[config.mk]
export PLATFORM = sky130hd
export DESIGN_NAME = uart_cmd_parser_flat
export DESIGN_NICKNAME = d
export VERILOG_FILES = /design/src/rtl/global_pkg.sv /design/src/rtl/uart_pkg.sv /design/src/rtl/uart_cmd_parser_if.sv /design/src/rtl/timeout_counter.sv /design/src/rtl/uart_cmd_parser.sv /design/src/flat_wrapper.sv
export SDC_FILE = /design/constraint.sdc
export NUM_CORES = 1
export LEC_CHECK = 0
export BUFFER_PORTS_ARGS = -buffer_cell sky130_fd_sc_hd__buf_2
export CORE_ASPECT_RATIO = 0.8
export CORE_UTILIZATION = 45
export CTS_CLUSTER_DIAMETER = 60
export DETAILED_ROUTE_END_ITERATION = 8
export PLACE_DENSITY = 0.73
export SYNTH_ARGS = -nofsm -noshare
export SYNTH_HDL_FRONTEND = slang
export SYNTH_SLANG_ARGS = --single-unit
[constraint.sdc]
create_clock -name clk -period 2.1 [get_ports clk]
set_clock_uncertainty 0.1 [all_clocks]
set_input_delay 0.105 -clock clk [delete_from_list [all_inputs] [get_ports clk]]
set_output_delay 0.105 -clock clk [all_outputs]
set_load 0.005 [all_outputs]
[src/rtl/global_pkg.sv]
// Shared state encoding for the UART command-frame parser.
package global_pkg;

    typedef enum logic [2:0] {
        ST_IDLE    = 3'd0,
        ST_LEN     = 3'd1,
        ST_CMD     = 3'd2,
        ST_PAYLOAD = 3'd3,
        ST_END     = 3'd4
    } PARSE_STATE_e;

endpackage

[src/rtl/uart_pkg.sv]
// UART framing constants and the error codes reported by the command parser.
package uart_pkg;

    localparam logic [7:0] START_CMD = 8'hFE;
    localparam logic [7:0] END_CMD   = 8'hEF;

    typedef enum logic [1:0] {
        ERR_NONE    = 2'd0,
        ERR_BAD_CMD = 2'd1,
        ERR_NO_END  = 2'd2,
        ERR_TIMEOUT = 2'd3
    } PARSE_ERR_e;

endpackage

[src/rtl/uart_cmd_parser_if.sv]
// Byte-in / command-out bundle of the UART command parser.
// The parser sits on the slave side; the UART plus command datapath is the master.
interface uart_cmd_parser_if
    import uart_pkg::*;
#(
    parameter int DATA_W  = 8,
    parameter int NUM_CMD = 5
);
    logic [DATA_W-1:0]  uart_data;
    logic               rx_interrupt;
    logic               clear_interrupt;
    logic [NUM_CMD-1:0] push;
    logic [DATA_W-1:0]  push_data;
    logic [NUM_CMD-1:0] cmd_id;
    logic               busy;
    logic               frame_done;
    logic               frame_err;
    PARSE_ERR_e         err_code;

    modport slave (
        input  uart_data, rx_interrupt,
        output clear_interrupt, push, push_data, cmd_id,
               busy, frame_done, frame_err, err_code
    );

    modport master (
        output uart_data, rx_interrupt,
        input  clear_interrupt, push, push_data, cmd_id,
               busy, frame_done, frame_err, err_code
    );
endinterface

[src/rtl/timeout_counter.sv]
// Inter-byte idle counter. Clears on clr, counts while en, and raises a
// single-cycle expire in the cycle whose clock edge takes the count to LIMIT-1.
// A clear in the same cycle suppresses the expiry. LIMIT below 2 disables it.
module timeout_counter #(
    parameter int LIMIT = 100000,
    parameter int CNT_W = (LIMIT > 1) ? $clog2(LIMIT) : 1
) (
    input  logic clk,
    input  logic rst,
    input  logic clr,
    input  logic en,
    output logic expire
);
    logic [CNT_W-1:0] cnt;

    // Count idle cycles, saturating at LIMIT-1 so the counter never wraps.
    always_ff @(posedge clk or posedge rst) begin
        if (rst) begin
            cnt <= '0;
        end else if (clr) begin
            cnt <= '0;
        end else if (en && (cnt != CNT_W'(LIMIT - 1))) begin
            cnt <= cnt + CNT_W'(1);
        end
    end

    assign expire = (LIMIT >= 2) && en && !clr && (cnt == CNT_W'(LIMIT - 2));
endmodule

[src/rtl/uart_cmd_parser.sv]
// UART command-frame parser: START, LEN, CMD, LEN payload bytes, END.
// Payload bytes are strobed onto the one-hot channel of the active command;
// every frame ends in a frame_done or a frame_err pulse with an error code.
module uart_cmd_parser
    import uart_pkg::*;
    import global_pkg::*;
#(
    parameter int DATA_W      = 8,
    parameter int NUM_CMD     = 5,
    parameter int LEN_W       = 8,
    parameter int TIMEOUT_CYC = 100000
) (
    input  logic              clk,
    input  logic              rst,
    uart_cmd_parser_if.slave  bus
);
    PARSE_STATE_e       state;
    logic               busy_r;
    logic               clr_r;
    logic [NUM_CMD-1:0] push_r;
    logic [DATA_W-1:0]  push_data_r;
    logic [NUM_CMD-1:0] cmd_id_r;
    logic               done_r;
    logic               err_r;
    PARSE_ERR_e         err_code_r;
    logic [LEN_W-1:0]   len_r;
    logic [LEN_W-1:0]   cnt_r;
    logic [LEN_W:0]     cnt_inc;
    logic               accept;
    logic               tmo_expire;

    // A byte is taken only when the previous one has already been acknowledged.
    assign accept  = bus.rx_interrupt && !clr_r;
    assign cnt_inc = {1'b0, cnt_r} + {{LEN_W{1'b0}}, 1'b1};

    function automatic logic cmd_ok(input logic [DATA_W-1:0] code);
        return (code != '0) && (int'(code) <= NUM_CMD);
    endfunction

    function automatic logic [NUM_CMD-1:0] cmd_onehot(input logic [DATA_W-1:0] code);
        return NUM_CMD'(1) << (code - DATA_W'(1));
    endfunction

    timeout_counter #(
        .LIMIT (TIMEOUT_CYC)
    ) u_timeout (
        .clk    (clk),
        .rst    (rst),
        .clr    (accept),
        .en     (busy_r),
        .expire (tmo_expire)
    );

    // Frame FSM with all outputs registered; pulses default low every cycle.
    always_ff @(posedge clk or posedge rst) begin
        if (rst) begin
            state       <= ST_IDLE;
            busy_r      <= 1'b0;
            clr_r       <= 1'b0;
            push_r      <= '0;
            push_data_r <= '0;
            cmd_id_r    <= '0;
            done_r      <= 1'b0;
            err_r       <= 1'b0;
            err_code_r  <= ERR_NONE;
            len_r       <= '0;
            cnt_r       <= '0;
        end else begin
            clr_r  <= accept;
            push_r <= '0;
            done_r <= 1'b0;
            err_r  <= 1'b0;
            if (accept) begin
                unique case (state)
                    ST_IDLE: begin
                        // Non-START bytes are acknowledged and dropped.
                        if (bus.uart_data == DATA_W'(START_CMD)) begin
                            state      <= ST_LEN;
                            busy_r     <= 1'b1;
                            err_code_r <= ERR_NONE;
                            cmd_id_r   <= '0;
                            cnt_r      <= '0;
                        end
                    end
                    ST_LEN: begin
                        len_r <= LEN_W'(bus.uart_data);
                        state <= ST_CMD;
                    end
                    ST_CMD: begin
                        if (cmd_ok(bus.uart_data)) begin
                            cmd_id_r <= cmd_onehot(bus.uart_data);
                            state    <= (len_r == '0) ? ST_END : ST_PAYLOAD;
                        end else begin
                            err_r      <= 1'b1;
                            err_code_r <= ERR_BAD_CMD;
                            state      <= ST_IDLE;
                            busy_r     <= 1'b0;
                        end
                    end
                    ST_PAYLOAD: begin
                        // START/END values are plain data here.
                        push_r      <= cmd_id_r;
                        push_data_r <= bus.uart_data;
                        cnt_r       <= cnt_inc[LEN_W-1:0];
                        if (cnt_inc == {1'b0, len_r}) begin
                            state <= ST_END;
                        end
                    end
                    ST_END: begin
                        // A wrong END byte is consumed here, never reused as START.
                        state  <= ST_IDLE;
                        busy_r <= 1'b0;
                        if (bus.uart_data == DATA_W'(END_CMD)) begin
                            done_r <= 1'b1;
                        end else begin
                            err_r      <= 1'b1;
                            err_code_r <= ERR_NO_END;
                        end
                    end
                    default: begin
                        state  <= ST_IDLE;
                        busy_r <= 1'b0;
                    end
                endcase
            end else if (tmo_expire) begin
                err_r      <= 1'b1;
                err_code_r <= ERR_TIMEOUT;
                state      <= ST_IDLE;
                busy_r     <= 1'b0;
            end
        end
    end

    assign bus.clear_interrupt = clr_r;
    assign bus.push            = push_r;
    assign bus.push_data       = push_data_r;
    assign bus.cmd_id          = cmd_id_r;
    assign bus.busy            = busy_r;
    assign bus.frame_done      = done_r;
    assign bus.frame_err       = err_r;
    assign bus.err_code        = err_code_r;
endmodule

[src/flat_wrapper.sv]
// flat-port wrapper written by rule: the top's interface ports become plain ports
module uart_cmd_parser_flat import uart_pkg::*; import global_pkg::*;
#(
    parameter int DATA_W      = 8,
    parameter int NUM_CMD     = 5,
    parameter int LEN_W       = 8,
    parameter int TIMEOUT_CYC = 100000
)
  (clk, rst, bus_uart_data, bus_rx_interrupt, bus_clear_interrupt, bus_push, bus_push_data, bus_cmd_id, bus_busy, bus_frame_done, bus_frame_err, bus_err_code);
  uart_cmd_parser_if #(.DATA_W(DATA_W), .NUM_CMD(NUM_CMD)) bus_i ();
  input  logic clk;
  input  logic rst;
  input wire logic [$bits(bus_i.uart_data)-1:0] bus_uart_data;
  input wire logic [$bits(bus_i.rx_interrupt)-1:0] bus_rx_interrupt;
  output wire logic [$bits(bus_i.clear_interrupt)-1:0] bus_clear_interrupt;
  output wire logic [$bits(bus_i.push)-1:0] bus_push;
  output wire logic [$bits(bus_i.push_data)-1:0] bus_push_data;
  output wire logic [$bits(bus_i.cmd_id)-1:0] bus_cmd_id;
  output wire logic [$bits(bus_i.busy)-1:0] bus_busy;
  output wire logic [$bits(bus_i.frame_done)-1:0] bus_frame_done;
  output wire logic [$bits(bus_i.frame_err)-1:0] bus_frame_err;
  output wire logic [$bits(bus_i.err_code)-1:0] bus_err_code;
  assign bus_i.uart_data = bus_uart_data;
  assign bus_i.rx_interrupt = bus_rx_interrupt;
  assign bus_clear_interrupt = bus_i.clear_interrupt;
  assign bus_push = bus_i.push;
  assign bus_push_data = bus_i.push_data;
  assign bus_cmd_id = bus_i.cmd_id;
  assign bus_busy = bus_i.busy;
  assign bus_frame_done = bus_i.frame_done;
  assign bus_frame_err = bus_i.frame_err;
  assign bus_err_code = bus_i.err_code;
  uart_cmd_parser #(.DATA_W(DATA_W), .NUM_CMD(NUM_CMD), .LEN_W(LEN_W), .TIMEOUT_CYC(TIMEOUT_CYC)) u_core (.clk(clk), .rst(rst), .bus(bus_i));
endmodule
Yosys cells after proc, flatten, opt, wreduce, memory -nomap -nowiden --
Index checks and enable logic that the tools add are counted.
Cells by class: order comparisons 1, multiplexer cells 35, reduce and logical (&&, ||, !) cells 22, eq/ne operators 17, shift-type cells 1, add/subtract/negate cells 3
Operators by type and width (number):
- $mux 17 | 2
- $mux 5 | 4
- $mux 3 | 6
- $add 17x1->17 const B | 1
- $eq 17x17->1 const B | 1
- $ne 17x17->1 const B | 1
- $eq 8x8->1 const B | 2
- $pmux 8 s2 | 1
- $ne 3x3->1 const B | 4
- $pmux 3 s4 | 1
- $mux 1 | 11
- $mux 2 | 5
- $pmux 5 s2 | 1
- $add 8x1->9 const B | 1
- $eq 9x8->1 | 1
- $le 8x3->1 const B | 1
- $logic_not 8->1 | 1
- $mux 8 | 1
- $reduce_and 4->1 | 2
- $reduce_bool 2->1 | 4
- $reduce_bool 8->1 | 1
- $shl 1x8->5 const A | 1
- $sub 8x1->8 const B | 1
- $eq 3x2->1 const B | 2
- other kinds (15) | 23
Word-level totals: word-level logic and storage cells 91, register bits 60, output and inout bits 24, input port bits 11

Longest topological paths before layout --
Gate-level depths: netlist of run 1.
depth in word-level cells 7, mapped depth 8

By module --
From an unflattened synthesis of run 1, not the netlist that was laid out.
Second synthesis, totals: cells, all modules 358, area total of the unflattened synthesis 3348.2 um^2
By module, submodules not included:
- uart_cmd_parser | seq. area each 1076.0 um^2, area an instance 2324.7 um^2, times used 1, cells an instance 246
- timeout_counter | seq. area each 425.4 um^2, area an instance 1023.5 um^2, times used 1, cells an instance 112

Worst setup path before layout of run 1 --
Ideal clock, no wire load.
path kind register -> register, from reg u_core.u_timeout.cnt[8], to reg u_core.err_code_r[1], in the netlist u_core.bus.err_code[1], clock period less this slack 2.204 ns, path buffers 0, setup time 0.125 ns, cell stages (with the launch flop) 7, data arrival time 1.979 ns, path slack -0.104 ns, cells stage by stage dfrtp_1 or4b_4 nor4_4 nand4_4 o21ai_2 o21ai_2 mux2_4
On the way: longest elaborated chain between the ends 4
Ends and longest elaborated chain:
- start: declaration | RTL line timeout_counter.sv:14 | logic [CNT_W-1:0] cnt;
- start signal: assignment | RTL line timeout_counter.sv:23 | cnt <= cnt + CNT_W'(1);
- $eq 17x17->1 | RTL line timeout_counter.sv:27 | assign expire = (LIMIT >= 2) && en && !clr && (cnt == CNT_W'(LIMIT - 2));
- $logic_and 1x1->1 | RTL line timeout_counter.sv:27
- $reduce_bool 2->1 (no source line)
- $reduce_and 5->1 (no source line)
- end signal: assignment | RTL line uart_cmd_parser.sv:65 | err_code_r <= ERR_NONE;
- end signal: assignment | RTL line uart_cmd_parser.sv:80 | err_code_r <= ERR_NONE;
- end signal: assignment | RTL line uart_cmd_parser.sv:95 | err_code_r <= ERR_BAD_CMD;
- end: declaration | RTL line uart_cmd_parser.sv:25 | PARSE_ERR_e err_code_r;
No other way between the ends. A chain may end at the register's enable or synchronous reset.

Worst setup path after layout of run 1 --
from reg u_core.cnt_r[1], to reg u_core.state[2]
On the way: longest elaborated chain between the ends 4
Ends and longest elaborated chain:
- start: declaration | RTL line uart_cmd_parser.sv:27 | logic [LEN_W-1:0] cnt_r;
- start signal: assignment | RTL line uart_cmd_parser.sv:104 | cnt_r <= cnt_inc[LEN_W-1:0];
- $add 8x1->9 | RTL line uart_cmd_parser.sv:34 | assign cnt_inc = {1'b0, cnt_r} + {{LEN_W{1'b0}}, 1'b1};
- $eq 9x8->1 | RTL line uart_cmd_parser.sv:105 | if (cnt_inc == {1'b0, len_r}) begin
- $ne 3x3->1 (no source line)
- $reduce_and 3->1 (no source line)
- end signal: assignment | RTL line uart_cmd_parser.sv:92 | state <= (len_r == '0) ? ST_END : ST_PAYLOAD;
- end: declaration | RTL line uart_cmd_parser.sv:17 | PARSE_STATE_e state;
No other way between the ends.

==> results.txt, run 1 <==
----------------------------------------------------
[Clock network]
  Number of clock buffers inserted by TritonCTS ... 9
  Number of levels the H-tree was split into ... 3
  Worst-case clock buffer depth ... 2
  TritonCTS clock tree ... yes
  Clock-pin slew on the worst setup and hold paths ... roughly 0.070 ns
  Later-pin clock latency in the skew report ... around 0.35 ns
  Library cell used as clock root buffer ... clkbuf_8
  Sinks on the clock net ... 60

[Yosys]
  Post-synth design cell area ... 3242 sq um
  Mapped Cells ... 340
  Compound-cell area share of the yosys netlist ... 0.1463
  Post-Synthesis Mean Instance Area ... roughly 9.5 sq um
  List of most frequent post-synthesis cells ... dfrtp_1 (60), nand2_1 (47), nor2_1 (30)
  Synthesis-stage register bit count ... 60
  Synth area leaders ... dfrtp_1 (46%), nand2_1 (5.4%), nor2_1 (3.5%), xnor2_1 (3.0%), o21ai_0 (2.9%)
  Predominant post-synthesis flop cell ... dfrtp_1
  Xor/xnor cell area share of the yosys netlist ... 0.05403
  Most common cell in the netlist ... dfrtp_1
  Number of warnings issued by yosys ... 0
  Share of the synthesized area in the top cell type ... 0.4631
  Post-synth EDFFs ... 0
  Number of library cell types mapped by synthesis ... 52
  Mux contribution to synthesized area ... 0.03512
  Main combinational cell family by area after synthesis ... simple AND/OR/NAND/NOR gates
  Fraction of the mapped netlist area in simple logic gates ... 0.2350
  Share of synthesized registers carrying an async set or reset ... 1.000
  Sequential element share of the synthesized area ... 0.4631
  Adder-cell share of the synthesized area ... 0.02702
  Synthesized netlist net count ... approximately 360
  Cell accounting for the most synthesized area ... dfrtp_1

[Timing]
  Final worst slack ... -0.1057 ns
  RSZ-0062 raised after global routing ... true
  Final Critical Period ... between 2 and 2.5 ns
  Transition time at the pin with the least slew margin ... 0.4872 ns
  Hold Vio Cnt, Final ... 0
  Number of pins exceeding their max-slew limit in the final report ... 0
  Number of setup violations in the final report ... 4
  Crit share post-route ... 1.050
  Aggregate negative setup slack ... -0.2181 ns
  Achievable Freq ... 453.4 MHz
  Worst slew margin ... 0.6747

[Finish]
  Area of the multi-input gates ... 1740 sq um
  Finished Core Util ... 0.6056
  Share of post-route cells with drive strength above 1 ... 0.3310
  Filler Cells Inserted ... roughly 540
  Ant. Diodes ... 0
  Relative area change from synthesis to final layout ... 29.37%
  Final net count ... about 440
  Register area ... 1503 sq um
  Total non-filler cell area in the finished layout ... 4194 sq um

[Pwr]
  P per Cell Area ... a little under 600 nW/um^2
  Reported leakage power ... between 2 and 2.5 nW
  Maximum vdd drop ... between 0.3 and 0.4 mV
  Post-layout total power ... around 2.4 mW

[Route]
  Antenna violation net count after detailed routing ... 0
  Routed len/inst ... 15.66 um
  Total via count after detailed routing ... ~2800
  Detailed Route WL ... 8036 um
  Initial DRC count ... between 100 and 150
  Detailed-route vias per instance ... 5.499
  Number of detailed-routing iterations run before antenna repair ... 5
  Number of remaining DRC errors ... 0

[Global route]
  Number of antenna violations at the first check in global routing ... 0
  Global-route wire length before repair ... between 10000 and 15000 um
  Vias in the first global route ... 2763
  Total track usage ... 0.2216
  Maximum number of pins on one net before global-route repair ... 40
  Total congestion overflow ... 0

[Hold path]
  Class of the tightest hold or removal check ... input port to register

[Critical path]
  WS Path Type ... register to register
  Endpoint kind of the worst setup timing path ... register
  Top fanout value on the critical path ... 3
  Arrival time of the worst setup path ... between 2 and 2.5 ns
  Required @ worst endpoint ... approximately 2.2 ns
  Kind of start point of the critical path ... register

[Placed design]
  Placed Instance Area ... between 3000 and 4000 sq um
  Buffers added on ports ... 34
  GPL Wtd Cong ... approximately 0.9
  Place WS ... -0.1368 ns
  DPL Wire Length ... roughly 5300 um

[Run status]
  Violated checks ... negative setup slack
  Result of the run ... finished with violations

[Floorplan]
  Die footprint ... ~7500 sq um
  Horizontal die dimension ... ~97 um
  Ports ... 35
  Die height ... 77.92 um
  Core Footprint ... between 6000 and 7000 sq um
  Starting Density ... 0.4681
  Total number of placement rows ... 27

[Flow run]
  Reported max-cap violation count ... 0

----------------------------------------------------
[worst max-delay path, cell delays in order (launching register included)]
cell and delay [ns]:
dfrtp_1 0.41, ha_4 0.26, xor2_2 0.17, a2111oi_2 0.27
o21ai_1 0.11, nor4_1 0.19, a31oi_1 0.19, o41ai_2 0.40
[stage by stage]
stage	instances	hold WS, ns
finish	513	0.009669
global route	513	0.01683
CTS	511	0.003181
detailed placement	483	0.06550
global placement	483	0.05691
floorplan	340	0.1027
[cell type report]
class	instances	area share
inverter	13	0.01163
timing repair buffer	85	0.1408
tap	87	0.02595
clock buffer	12	0.03699
multi-input combinational	252	0.4150
sequential	60	0.3583
clock inverter	4	0.01134
[routing by layer]
metal | up-vias | GRT usage | share of wire
met1 | 1355 | 0.3065 | 0.47
met3 | 15 | 0.05676 | 0.052
met2 | 91 | 0.3380 | 0.46
met4 | 0 | 0.07612 | 0.015
met5 | - | 0 | 0
li1 | 1360 | - | -
[layout by cell type, fill, tap and decap left out, types with 4 or more instances in the layout]
master         count
clkbuf_8          11
o21ai_1            4
o31ai_1            4
a21oi_1           14
dfrtp_1           59
and3_1             6
mux2_2             7
ha_1               6
nor3_1             5
xor2_1             8
nor4_1             4
and2_1             8
buf_2             34
xnor2_1           10
a31oi_1            5
inv_1             12
o21ai_0           16
nand3_1           10
buf_4             41
nand2_1           46
dlygate4sd3_1      7
nand4_1            5
nor2_1            27
[sequential cells by signal, indices dropped and copies added, names as in the netlist]
| name | cells |
|---|---|
| u_core.bus.frame_err | 1 |
| u_core.u_timeout.cnt | 17 |
| u_core.bus.busy | 1 |
| u_core.bus.clear_interrupt | 1 |
| u_core.bus.cmd_id | 5 |
| u_core.cnt_r | 8 |
| u_core.bus.push | 5 |
| u_core.bus.push_data | 8 |
| u_core.bus.frame_done | 1 |
| u_core.bus.err_code | 2 |
| u_core.state | 3 |
| u_core.len_r | 8 |
[power breakdown]
part / internal [mW] / leakage [nW] / switching [mW]
Clock: 0.609 / 0.102 / 0.463
Sequential: 1.17 / 0.824 / 0.0154
Combinational: 0.0784 / 1.08 / 0.107
[path summary, 6_finish.rpt]
kind,slack [ns],startpoint,depth (start not counted),end
max in group asynchronous,1.10,rst,4,u_core.bus.busy$_DFFE_PP0P_
max reg2reg,-0.11,u_core.cnt_r[1]$_DFFE_PP0P_,7,u_core.state[2]$_DFFE_PP0P_
min,0.01,bus_uart_data[0],3,u_core.bus.cmd_id[3]$_DFFE_PP0P_
min reg2reg,0.37,u_core.bus.push_data[7]$_DFFE_PP0P_,2,u_core.bus.push_data[7]$_DFFE_PP0P_
min in group asynchronous,0.22,rst,3,u_core.u_timeout.cnt[12]$_DFFE_PP0P_
max,-0.11,u_core.cnt_r[1]$_DFFE_PP0P_,7,u_core.state[2]$_DFFE_PP0P_
[cells by family after synthesis]
family          count (synthesis)
flops                          60
xor+xnor                       20
fa+ha+maj                       7
mux                            10
buf+inv                        28
simple gates                  147
compound gates                 68
[timing repair]
item                                   CTS  global route
endpoints found under the hold margin   30             0
setup buffers                            5             2
setup endpoints to repair                8            20
pin swaps                                3            13
hold buffers                             7             0
gates resized for setup                  1            29
(Power assumes the default switching activity.)
==> inputs of run 2 (changes only) <==
--- a/config.mk
+++ b/config.mk
@@ -7,10 +7,10 @@
 export LEC_CHECK = 0
 export BUFFER_PORTS_ARGS = -buffer_cell sky130_fd_sc_hd__buf_2
 export CORE_ASPECT_RATIO = 0.8
-export CORE_UTILIZATION = 45
+export CORE_UTILIZATION = 39
 export CTS_CLUSTER_DIAMETER = 60
 export DETAILED_ROUTE_END_ITERATION = 8
-export PLACE_DENSITY = 0.73
+export PLACE_DENSITY = 0.66
 export SYNTH_ARGS = -nofsm -noshare
 export SYNTH_HDL_FRONTEND = slang
 export SYNTH_SLANG_ARGS = --single-unit
==> run 2 against run 1 <==
The flow still finishes with violations (negative setup slack). Worst setup slack gained 0.065 ns. Die area rose by 15%. Highest routed layer unchanged. Largest power group unchanged. Register-to-register slack improved by 0.07 ns.
==> results.txt, run 2 (same netlist as run 1, synthesis figures left out) <==
----------------------------------------------------
[Run status]
  Result of the run ... finished with violations
  Violated checks ... negative setup slack

[Hold path]
  Capture endpoint of the worst hold path ... u_core.bus.cmd_id[3]$_DFFE_PP0P_
  Class of the tightest hold or removal check ... input port to register
  Number of cells on the worst hold path ... 3
  Startpoint of the lowest-slack hold path ... bus_uart_data[0]

[Floorplan]
  Die height ... around 84 um
  Starting Density ... 0.4061
  Die footprint ... ~8700 sq um
  Ports ... 35
  Total number of placement rows ... 29
  Core Footprint ... approximately 8000 sq um
  Horizontal die dimension ... 103.9 um

[Pwr]
  Switching power total ... between 0.5 and 0.6 mW
  Post-layout total power ... roughly 2.4 mW
  Clock group share of total power ... 0.436
  Sequential Power Share ... 0.489
  Maximum vdd drop ... approximately 0.38 mV
  Int Pwr ... roughly 1.9 mW
  P per Cell Area ... approximately 560 nW/um^2
  Switching power share of the total ... 0.2342
  Reported leakage power ... between 2 and 2.5 nW
  Power share of the combinational group ... 0.075

[Critical path]
  Top fanout value on the critical path ... 6
  WS Path Type ... register to register
  Setup slack on the worst flop-to-flop path ... -0.04 ns
  Endpoint kind of the worst setup timing path ... register
  Kind of start point of the critical path ... register
  Worst reg2reg path startpoint ... u_core.u_timeout.cnt[14]$_DFFE_PP0P_
  Required @ worst endpoint ... 2.22 ns
  Worst Reg2Reg Path Length in Cells ... 7
  Arrival time of the worst setup path ... about 2.3 ns
  Endpoint of the worst-slack reg-to-reg timing path ... u_core.bus.err_code[1]$_DFFE_PP0P_

[Timing]
  Hold Vio Cnt, Final ... 0
  Crit share post-route ... 1.019
  RSZ-0062 raised after global routing ... true
  Final Critical Period ... 2.141 ns
  Final worst slack ... -0.04063 ns
  Number of setup violations in the final report ... 5
  Worst slack on hold paths ... between 0.015 and 0.02 ns
  Worst slew margin ... 0.5935
  Transition time at the pin with the least slew margin ... ~0.61 ns
  Achievable Freq ... 467.2 MHz
  Number of pins exceeding their max-slew limit in the final report ... 0

[Finish]
  Number of cells in the finished layout apart from fillers ... between 500 and 600
  Register ranked first by flip-flop count ... u_core.u_timeout.cnt
  Max reg flops ... 17
  Final net count ... 442
  Share of post-route cells with drive strength above 1 ... 0.3427
  Ant. Diodes ... 0
  Total non-filler cell area in the finished layout ... roughly 4300 sq um
  Most common library cell in the layout ignoring fill and taps ... dfrtp_1
  Relative area change from synthesis to final layout ... 32.46%
  Filler Cells Inserted ... between 700 and 800
  Leading cell types in the layout, fill and taps excluded ... dfrtp_1 (60), nand2_1 (46), buf_4 (44)

[Global route]
  Global-route wire length before repair ... around 13000 um
  Total congestion overflow ... 0
  Number of antenna violations at the first check in global routing ... 0
  Total track usage ... 0.1935
  Vias in the first global route ... about 2800
  Maximum number of pins on one net before global-route repair ... 61

[Clock network]
  Worst-case clock buffer depth ... 2
  Number of levels the H-tree was split into ... 3
  Library cell used as clock root buffer ... clkbuf_8
  Number of clock buffers inserted by TritonCTS ... 9
  Later-pin clock latency in the skew report ... 0.34 ns
  Clock-pin slew on the worst setup and hold paths ... roughly 0.070 ns
  TritonCTS clock tree ... yes
  Sinks on the clock net ... 60

[Route]
  Number of remaining DRC errors ... 0
  Antenna violation net count after detailed routing ... 0
  Initial DRC count ... between 150 and 200
  Routed len/inst ... roughly 15 um
  Number of detailed-routing iterations run before antenna repair ... 4
  Detailed-route vias per instance ... roughly 5.2
  Detailed Route WL ... 7886 um
  Total via count after detailed routing ... 2817

[Placed design]
  Buffers added on ports ... 34
  DPL Wire Length ... roughly 5300 um
  GPL Wtd Cong ... around 0.84
  Cell count after placement ... between 500 and 600
  Placed Instance Area ... about 3800 sq um

[Flow run]
  Reported max-cap violation count ... 0

----------------------------------------------------
[run 2: cell count changes in the layout (fill, tap and decap cells not counted), sizes merged]
cell         delta
buf             +4
dlygate4sd3     -1
[run 2: stage by stage]
step | worst slack, ns | TNS [ns] | utilization
after floorplan | -0.04915 | -0.04915 | -
after global placement | -0.02362 | -0.08660 | 0.4732
after detailed placement | -0.1242 | -0.5075 | 0.4732
after CTS | -0.04089 | -0.08992 | 0.5161
after global routing | -0.1357 | -0.7217 | 0.5379
final | -0.04063 | -0.1050 | 0.5379
[run 2: how the worst max path moves through the flow]
stage	from	endpoint	slack (ns)	cells past startpoint
after floorplan	u_core.u_timeout.cnt[14]$_DFFE_PP0P_	u_core.bus.err_code[1]$_DFFE_PP0P_	-0.05	6
after global placement	u_core.u_timeout.cnt[14]$_DFFE_PP0P_	u_core.bus.err_code[1]$_DFFE_PP0P_	-0.02	7
after detailed placement	u_core.cnt_r[0]$_DFFE_PP0P_	u_core.state[2]$_DFFE_PP0P_	-0.12	7
after CTS	u_core.cnt_r[0]$_DFFE_PP0P_	u_core.state[2]$_DFFE_PP0P_	-0.04	7
after global routing	u_core.cnt_r[0]$_DFFE_PP0P_	u_core.state[2]$_DFFE_PP0P_	-0.14	7
final	u_core.u_timeout.cnt[14]$_DFFE_PP0P_	u_core.bus.err_code[1]$_DFFE_PP0P_	-0.04	7
[run 2: final cells by class]
type | count | area, sq um | area share
multi-input combinational | 252 | 1785 | 0.4158
sequential | 60 | 1501 | 0.3497
timing repair buffer | 88 | 620.6 | 0.1445
clock buffer | 12 | 155.1 | 0.03613
tap | 108 | 135.1 | 0.03147
inverter | 13 | 48.80 | 0.01136
clock inverter | 4 | 47.55 | 0.01107
[run 2: worst max-delay path, stage by stage, from the launching register on]
cell     delay (ns)
dfrtp_1        0.38
or4_4          0.55
nor4_4         0.23
buf_6          0.16
nand4_4        0.12
o21ai_2        0.09
o21ai_2        0.08
mux2_4         0.30
[run 2: what timing repair did]
item,CTS,global route
hold endpoints to repair,68,0
hold buffers,6,0
resized for setup,9,31
setup endpoints to repair,9,21
pin swaps,7,18
buffers inserted,5,5
[run 2: power by group through the flow]
| stage | Sequential [mW] | Combinational, mW | Clock (mW) |
|---|---|---|---|
| floorplan | 1.20 | 0.0956 | 0 |
| global placement | 1.21 | 0.164 | 0 |
| detailed placement | 1.21 | 0.166 | 0 |
| CTS | 1.19 | 0.178 | 1.09 |
| global route | 1.19 | 0.203 | 1.14 |
| finish | 1.19 | 0.182 | 1.06 |
[run 2: per-layer routing]
layer / track usage / routed length [um] / vias to the layer above
li1: - / - / 1374
met1: 0.2682 / 3863 / 1371
met2: 0.2921 / 3587 / 58
met3: 0.05386 / 309 / 14
met4: 0.06364 / 126 / 0
met5: 0 / 0 / -
